`src/rtl/traffic_generator_gmii_regs.sv`:
```
// AXI4-Lite register block for the GMII traffic generator: control/IFG/frame-size config,
// template RAM loader through a data port, and 64-bit TX counters with lo-then-hi snapshot.
//   state  | meaning
//   W_IDLE | collecting AW and W, either order, each held once accepted
//   W_RESP | register updated, bvalid held until bready
//   R_IDLE | arready high, waiting for AR
//   R_DATA | rdata/rvalid held until rready
module traffic_generator_gmii_regs #(
  parameter logic [31:0] IP_ID       = 32'h0A17_0001,
  parameter int          TMPL_WORDS  = 64,
  parameter logic [15:0] IFG_RESET   = 16'd12,
  parameter logic [15:0] FSIZE_RESET = 16'd72,
  localparam int         TW          = $clog2(TMPL_WORDS)
) (
  input  logic          aclk,
  input  logic          areset,
  input  logic [15:0]   s_axi_awaddr,
  input  logic          s_axi_awvalid,
  output logic          s_axi_awready,
  input  logic [31:0]   s_axi_wdata,
  input  logic [3:0]    s_axi_wstrb,
  input  logic          s_axi_wvalid,
  output logic          s_axi_wready,
  output logic [1:0]    s_axi_bresp,
  output logic          s_axi_bvalid,
  input  logic          s_axi_bready,
  input  logic [15:0]   s_axi_araddr,
  input  logic          s_axi_arvalid,
  output logic          s_axi_arready,
  output logic [31:0]   s_axi_rdata,
  output logic [1:0]    s_axi_rresp,
  output logic          s_axi_rvalid,
  input  logic          s_axi_rready,
  output logic          gen_enable,
  output logic [15:0]   gen_ifg,
  output logic [15:0]   gen_frame_size,
  input  logic [TW-1:0] tmpl_raddr,
  output logic [31:0]   tmpl_rdata,
  input  logic          gen_busy,
  input  logic [63:0]   cnt_frames,
  input  logic [63:0]   cnt_octets
);

  localparam logic [15:0] A_ID      = 16'h0000;
  localparam logic [15:0] A_STATUS  = 16'h0004;
  localparam logic [15:0] A_FLIP    = 16'h000C;
  localparam logic [15:0] A_CONTROL = 16'h0010;
  localparam logic [15:0] A_IFG     = 16'h0014;
  localparam logic [15:0] A_FR_LO   = 16'h0020;
  localparam logic [15:0] A_FR_HI   = 16'h0024;
  localparam logic [15:0] A_OC_LO   = 16'h0028;
  localparam logic [15:0] A_OC_HI   = 16'h002C;
  localparam logic [15:0] A_FSIZE   = 16'h0044;
  localparam logic [15:0] A_WPTR    = 16'h0048;
  localparam logic [15:0] A_TDATA   = 16'h0050;

  typedef enum logic {W_IDLE, W_RESP} wstate_t;
  typedef enum logic {R_IDLE, R_DATA} rstate_t;

  wstate_t       wstate;
  rstate_t       rstate;
  logic          aw_held, w_held;
  logic [15:0]   aw_addr_q;
  logic [31:0]   w_data_q;
  logic          aw_fire, w_fire, wr_go, tmpl_we;
  logic [15:0]   wr_addr;
  logic [31:0]   wr_data;
  logic [31:0]   flip_q;
  logic [TW-1:0] wptr;
  logic [31:0]   fr_shadow, oc_shadow;
  logic [31:0]   rd_mux;
  logic [31:0]   tmpl_mem [TMPL_WORDS];
  logic          unused_wstrb;

  assign unused_wstrb = ^s_axi_wstrb;
  assign s_axi_bresp  = 2'b00;
  assign s_axi_rresp  = 2'b00;

  // A channel already accepted is taken from its holding register, otherwise from the bus.
  assign aw_fire = s_axi_awvalid & s_axi_awready;
  assign w_fire  = s_axi_wvalid & s_axi_wready;
  assign wr_addr = aw_held ? aw_addr_q : s_axi_awaddr;
  assign wr_data = w_held ? w_data_q : s_axi_wdata;
  assign wr_go   = (wstate == W_IDLE) & (aw_held | aw_fire) & (w_held | w_fire);
  assign tmpl_we = wr_go & ~areset & (wr_addr == A_TDATA);

  always_ff @(posedge aclk) begin
    if (areset) begin
      wstate        <= W_IDLE;
      s_axi_awready <= 1'b1;
      s_axi_wready  <= 1'b1;
      s_axi_bvalid  <= 1'b0;
      aw_held       <= 1'b0;
      w_held        <= 1'b0;
      aw_addr_q     <= '0;
      w_data_q      <= '0;
    end else begin
      case (wstate)
        W_IDLE: begin
          if (aw_fire) begin
            aw_held       <= 1'b1;
            aw_addr_q     <= s_axi_awaddr;
            s_axi_awready <= 1'b0;
          end
          if (w_fire) begin
            w_held       <= 1'b1;
            w_data_q     <= s_axi_wdata;
            s_axi_wready <= 1'b0;
          end
          if (wr_go) begin
            wstate        <= W_RESP;
            s_axi_bvalid  <= 1'b1;
            s_axi_awready <= 1'b0;
            s_axi_wready  <= 1'b0;
            aw_held       <= 1'b0;
            w_held        <= 1'b0;
          end
        end
        W_RESP: begin
          if (s_axi_bready) begin
            wstate        <= W_IDLE;
            s_axi_bvalid  <= 1'b0;
            s_axi_awready <= 1'b1;
            s_axi_wready  <= 1'b1;
          end
        end
        default: wstate <= W_IDLE;
      endcase
    end
  end

  always_ff @(posedge aclk) begin
    if (areset) begin
      gen_enable     <= 1'b0;
      gen_ifg        <= IFG_RESET;
      gen_frame_size <= FSIZE_RESET;
      flip_q         <= '0;
      wptr           <= '0;
    end else if (wr_go) begin
      case (wr_addr)
        A_FLIP:    flip_q     <= wr_data;
        A_CONTROL: gen_enable <= wr_data[0];
        A_IFG:     gen_ifg    <= wr_data[15:0];
        // A new frame size means a new template; restart loading at word 0.
        A_FSIZE: begin
          gen_frame_size <= wr_data[15:0];
          wptr           <= '0;
        end
        A_TDATA:   wptr       <= wptr + 1'b1;
        default:   ;
      endcase
    end
  end

  // Template RAM: no reset, read-before-write on address collision.
  always_ff @(posedge aclk) begin
    if (tmpl_we) tmpl_mem[wptr] <= wr_data;
    tmpl_rdata <= tmpl_mem[tmpl_raddr];
  end

  always_comb begin
    rd_mux = '0;
    case (s_axi_araddr)
      A_ID:      rd_mux = IP_ID;
      A_STATUS:  rd_mux = {31'b0, gen_busy};
      A_FLIP:    rd_mux = ~flip_q;
      A_CONTROL: rd_mux = {31'b0, gen_enable};
      A_IFG:     rd_mux = {16'b0, gen_ifg};
      A_FR_LO:   rd_mux = cnt_frames[31:0];
      A_FR_HI:   rd_mux = fr_shadow;
      A_OC_LO:   rd_mux = cnt_octets[31:0];
      A_OC_HI:   rd_mux = oc_shadow;
      A_FSIZE:   rd_mux = {16'b0, gen_frame_size};
      A_WPTR:    rd_mux = {{(32-TW){1'b0}}, wptr};
      default:   rd_mux = '0;
    endcase
  end

  always_ff @(posedge aclk) begin
    if (areset) begin
      rstate        <= R_IDLE;
      s_axi_arready <= 1'b1;
      s_axi_rvalid  <= 1'b0;
      s_axi_rdata   <= '0;
      fr_shadow     <= '0;
      oc_shadow     <= '0;
    end else begin
      case (rstate)
        R_IDLE: begin
          if (s_axi_arvalid) begin
            rstate        <= R_DATA;
            s_axi_arready <= 1'b0;
            s_axi_rvalid  <= 1'b1;
            s_axi_rdata   <= rd_mux;
            // Lo read freezes the matching hi word so a following hi read is coherent.
            if (s_axi_araddr == A_FR_LO) fr_shadow <= cnt_frames[63:32];
            if (s_axi_araddr == A_OC_LO) oc_shadow <= cnt_octets[63:32];
          end
        end
        R_DATA: begin
          if (s_axi_rready) begin
            rstate        <= R_IDLE;
            s_axi_rvalid  <= 1'b0;
            s_axi_arready <= 1'b1;
          end
        end
        default: rstate <= R_IDLE;
      endcase
    end
  end

endmodule

```
`config.mk`:
```
export PLATFORM = sky130hd
export DESIGN_NAME = traffic_generator_gmii_regs
export DESIGN_NICKNAME = d
export VERILOG_FILES = /design/src/rtl/traffic_generator_gmii_regs.sv
export SDC_FILE = /design/constraint.sdc
export NUM_CORES = 2
export LEC_CHECK = 0
export BUFFER_PORTS_ARGS = -buffer_cell sky130_fd_sc_hd__buf_2
export CORE_MARGIN = 1.5
export CORE_UTILIZATION = 60
export DETAILED_ROUTE_END_ITERATION = 10
export PLACE_DENSITY = 0.87
export SLEW_MARGIN = 10
export SYNTH_ARGS = -nofsm -noshare
export SYNTH_HDL_FRONTEND = slang
export SYNTH_SLANG_ARGS = --single-unit
```
`constraint.sdc`:
```
create_clock -name aclk -period 7.4 [get_ports aclk]
set_input_delay 1.11 -clock aclk [delete_from_list [all_inputs] [get_ports aclk]]
set_output_delay 1.11 -clock aclk [all_outputs]
set_load 0.1 [all_outputs]
```
# [After elaboration in Yosys (flattened, before gate mapping)]
# Memory sizes are Yosys's and may differ from the RTL's. A register that Yosys moved wholly into a read port is not among the register bits.
# Cells that the tools add are included.
# Widths: inputs -> output; s select.
[word_totals] ff_bits=224 ramBits=2048 mem_count=1
[mem_list] name="tmpl_mem" depth=64 width=32 rd=1 rd_clocked_by_memory_dff=1 wr=1 line="72" text="logic [31:0] tmpl_mem [TMPL_WORDS];"
[classes] n_bitwise=12 add_sub_neg=1 eq_ne=21 reduce_logical=20 mux=32
[op_table] op="$pmux 32 s11" n=1
[op_table] op="$eq 16x5->1 const B" n=4
[op_table] op="$eq 16x6->1 const B" n=4
[op_table] op="$eq 16x7->1 const B" n=4
[op_table] op="$eq 16x4->1 const B" n=2
[op_table] op="$mux 32" n=1
[op_table] op="$not 32->32" n=1
[op_table] op="$reduce_and 2->1" n=14
[op_table] op="$mux 1" n=21
[op_table] op="$eq 16x3->1 const B" n=1
[op_table] op="$logic_not 16->1" n=1
[op_table] op="$mux 16" n=1
[op_table] op="$pmux 1 s2" n=7
[op_table] op="$pmux 6 s2" n=1
[op_table] op="$ne 2x2->1 const B" n=4
[op_table] op="$add 6x1->6 const B" n=1
[op_table] op="$and 1x1->1" n=6
[op_table] op="$ne 3x3->1 const B" n=2
[op_table] op="$reduce_and 3->1" n=2
[op_table] op="$reduce_bool 2->1" n=3
[op_table] op="$not 1->1" n=3
[op_table] op="$or 1x1->1" n=2

# [Longest topological paths before layout]
[depth] ltp_word=8 mapped_depth=9

# [Least setup slack after synthesis]
# OpenSTA, ideal clock, no wires.
[synth_timing] path_type="input-to-reg" startpoint="input port s_axi_awaddr[2]" endpoint="memory tmpl_mem[63][0], enable pin" arrival_ns=4.070 cell_stages=4 slack_ns=2.868 n_path_buf=0 path_cell_list="nor4b_1 -> o22a_1 -> nand4_1 -> nor3_1"
[synth_via] elab_chain_len=5
[synth_lines] element="start, declared" line="17" text="input logic [15:0] s_axi_awaddr,"
[synth_lines] element="$mux 16" line="82" text="assign wr_addr = aw_held ? aw_addr_q : s_axi_awaddr;"
[synth_lines] element="$eq 16x7->1" line="85" text="assign tmpl_we = wr_go & ~areset & (wr_addr == A_TDATA);"
[synth_lines] element="$and 1x1->1" line="85"
[synth_lines] element="$mux 1" line="157" text="if (tmpl_we) tmpl_mem[wptr] <= wr_data;"
[synth_lines] element="$mux 1 (not written as such)" line="157"
[synth_lines] element="end, declared" line="72"
# Every way passes these cells.

# [Worst setup path in the final report]
[layout_timing] startpoint="register wstate" endpoint="memory tmpl_mem[13][28], enable pin"
[layout_via] elab_chain_len=7
[layout_lines] element="start, declared" line="60" text="wstate_t wstate;"
[layout_lines] element="start signal, assigned" line="89" text="wstate <= W_IDLE;"
[layout_lines] element="start signal, assigned" line="111" text="wstate <= W_RESP;"
[layout_lines] element="start signal, assigned" line="121" text="wstate <= W_IDLE;"
[layout_lines] element="$not 1->1 (no source line)"
[layout_lines] element="$and 1x1->1 (2 in a row)" line="84" text="assign wr_go = (wstate == W_IDLE) & (aw_held | aw_fire) & (w_held | w_fire);"
[layout_lines] element="$and 1x1->1 (2 in a row)" line="85"
[layout_lines] element="$mux 1" line="157"
[layout_lines] element="$mux 1 (not written as such)" line="157"
# Every way passes these cells.

==> summary.txt <==
Clocking
  • Max H-tree Level: 4
  • CTS tree: built
  • # hold bufs at CTS: 0
  • Worst-Skew Late Latency: 0.91 ns
  • Clock Pin Slew Worst Setup and Hold Paths: 0.06 ns
  • Setup Buffers After CTS: 0
  • Clk sinks: 2304
  • TritonCTS Buffers: 210
  • CTS Buffer Depth: 3
  • Clock root cell: clkbuf_16
  • CTS resizes: 0

Route
  • Wirelength, routed: 283200 µm
  • WL/cell: 40.23 µm
  • Drt first pass iters: 7
  • Vias: 52.36k
  • Iteration-0 DRC Markers: 10.35k
  • DRC Markers: 0
  • Number of vias per cell: 7.439
  • Post-route ant nets: 0

Die
  • DIE AREA: 0.1494 mm²
  • # IOs: 316
  • Chip height: 386.6 µm
  • Row cnt: 140
  • Die Width: 386.6 µm
  • Initial Util: 60.49%
  • Core area: 0.1459 mm²

Finish
  • Commonest non-fill, non-tap cells in the layout: edfxtp_1 (2048), mux4_2 (512), nand2_1 (376)
  • Final core utilization: 68.52%
  • Nets@finish: 5110
  • Most common cell after layout, fill and taps aside: edfxtp_1
  • Share of layout cells above drive strength 1: 28.20%
  • Area grow syn2layout: 13.28%

Power
  • Worst vdd ir: 0.2408 mV
  • Leakage power: 32.84 nW
  • Power Density: 276.4 mW/mm²

Timing
  • Worst slew pin tran: 2.173 ns
  • # setup viols final: 0
  • Max Clk Rate: 0.2114 GHz
  • Crit path time final: 4.731 ns
  • Slew headroom: -44.85%
  • RSZ-0062 raised after global routing: false
  • Fin crit share: 63.93%
  • Slew Viols, Final: 23
  • Final hold violations: 0
  • Final clock skew: 0.05128 ns
  • Setup total negative slack: 0 ns

Setup path
  • Setup slack, reg-to-reg: 2.67 ns
  • CP required: 7.94 ns
  • Startpoint Class: flop
  • Critical Path Start: wstate
  • R2R depth: 6
  • R2r endpoint: tmpl_mem[13][28]
  • CP Class: reg2reg
  • Crit path max fanout: 20
  • Reg-to-reg startpoint: wstate
  • CP Capture Type: flop
  • Critical Path AT: 5.27 ns

Synthesis
  • Dominant synthesized flop cell: edfxtp_1
  • Register bit total from synthesis: 2304
  • Post-synth EDFFs: 2048
  • Sequential area share after synthesis: 75.48%
  • Mux cell area share after synthesis: 15.87%
  • Largest family of logic cells by synthesized area: multiplexers
  • Mapped Avg Cell Area: 19.61 µm²
  • Yosys warnings: 0
  • XOR/XNOR share of the synthesized area: 0.02977%
  • Complex-gate fraction of the synthesized area: 3.732%
  • Mapped Cells: 4500
  • Synth Cell Area: 0.08827 mm²
  • Post-synthesis simple-gate area fraction: 3.392%
  • Distinct cells, synth: 73
  • Async set-reset flop share out of synthesis: 0%
  • Synthesized-area fraction occupied by adder cells: 0.02552%

Global routing
  • Vias in the first global route: 50.69k
  • Initial antenna violation count: 31
  • Global-route wire length before repair: 382200 µm
  • GRT Overall Usage: 36.43%
  • Largest net degree at the start of global routing: 83
  • Total grt overflow: 0

Place
  • GPL Wtd Cong: 0.9184
  • Post-DP HPWL: 139700 µm
  • IO Port Bufs: 307

Min path
  • Worst hold path type: reg2reg
  • Hold Path Depth: 2
  • Min-delay src: fr_shadow[25]
  • Min-Delay Endpoint: fr_shadow[25]

Run
  • Max Cap Violations: 5

Status
  • Status: finished, violations left
  • Failing checks: max-capacitance violations, max-slew violations
cells in the mapped netlist, drive strengths merged (2+ instances only):
library cell / instances / area [µm²]
or4: 30 / 232.7
clkbuf: 152 / 570.6
mux2i: 209 / 2092
o211ai: 11 / 127.6
edfxtp: 2048 / 61500
o2bb2ai: 5 / 43.79
a22o: 33 / 289.0
o22a: 2 / 17.52
or2: 3 / 18.77
nor4: 11 / 130.1
and2: 6 / 37.54
o22ai: 89 / 556.8
nor2b: 15 / 93.84
inv: 5 / 18.77
nor3: 17 / 95.09
o21a: 2 / 15.01
a211o: 2 / 17.52
nor3b: 4 / 30.03
a22oi: 136 / 1021
buf: 128 / 705.7
and3: 2 / 12.51
or3b: 2 / 17.52
or4b: 5 / 53.80
a21oi: 162 / 814.5
nor2: 130 / 488.0
mux2: 34 / 382.9
nor4b: 4 / 35.03
dfxtp: 256 / 5125
nand3b: 4 / 30.03
nand2: 376 / 1411
a222oi: 11 / 110.1
or3: 5 / 31.28
nand2b: 8 / 50.05
nand4: 5 / 37.53
o21bai: 2 / 15.01
xor2: 2 / 17.52
a221oi: 16 / 140.1
o21ai: 7 / 35.03
nand3: 30 / 150.1
a31o: 2 / 17.52
mux4: 512 / 11530
cells by family (layout without fill, tap and decap cells):
group	count (synthesis)	after routing
simple gates	661	661
fa+ha+maj	2	2
mux	755	755
other cells	1	40
xor+xnor	3	3
flops	2304	2304
buf+inv	285	867
compound gates	489	489
flip-flops by register name, indices dropped and copies added, names as in the netlist:
signal	count
s_axi_bvalid	1
rstate	1
wptr	6
w_held	1
s_axi_arready	1
s_axi_rvalid	1
tmpl_rdata	32
oc_shadow	32
gen_enable	1
gen_frame_size	16
aw_addr_q	16
s_axi_wready	1
w_data_q	32
s_axi_awready	1
flip_q	32
s_axi_rdata	32
gen_ifg	16
wstate	1
aw_held	1
fr_shadow	32
tmpl_mem	2048
power by group:
group,switching [W],total (W),internal [W],leakage [nW]
sequential,0.0000352,0.0144,0.0144,20.5
combinational,0.00134,0.00182,0.000482,8.92
clock,0.00525,0.0114,0.00616,3.39
stage by stage:
step           total power [W]  setup WS [ns]  hold slack, ns  instances  instance area [µm²]
2_1_floorplan          0.01573          2.868          0.4284       4503                88280
3_3_place_gp           0.01630          2.499          0.4376       6603                92810
3_5_place_dp           0.01638          2.340          0.4437       6603                92810
4_1_cts                0.02748          2.931          0.4328       7001                99870
5_1_grt                0.02805          2.731          0.4531       7031                99970
6_report               0.02764          2.669          0.4508       7038                99980
routing by layer:
metal	track usage (%)	vias up	wire length [µm]
met5	0.3896	-	310
met4	24.21	34	24650
met3	10.39	1234	41590
met2	56.62	5868	130400
met1	44.97	26010	86250
li1	-	19220	-
worst max-delay path, cell delays in order (launching register included):
cell and delay [ns]:
dfxtp_1 0.41, and3b_1 0.72, o22a_1 0.30, nand4_1 0.46, or3b_2 1.04, nor2_4 0.90
buf_4 0.49
area by class of cell:
cell class,instances,area (µm²)
sequential,2304,66620
tap,1917,2399
clock inverter,141,1396
timing repair buffer,464,2897
antenna,36,90.09
fill,8306,45930
inverter,5,18.77
clock buffer,257,5664
multi-input combinational,1914,20900
worst max-delay path by stage:
stage	to	slack, ns	depth (start not counted)
finish	tmpl_mem[13][28]	2.67	6
global route	tmpl_mem[13][27]	2.73	7
detailed placement	tmpl_mem[13][23]	2.34	7
CTS	tmpl_mem[13][28]	2.93	6
floorplan	tmpl_mem[63][0]	2.87	4
global placement	tmpl_mem[13][28]	2.50	7
Note: power is estimated with default switching activity, not from simulation.
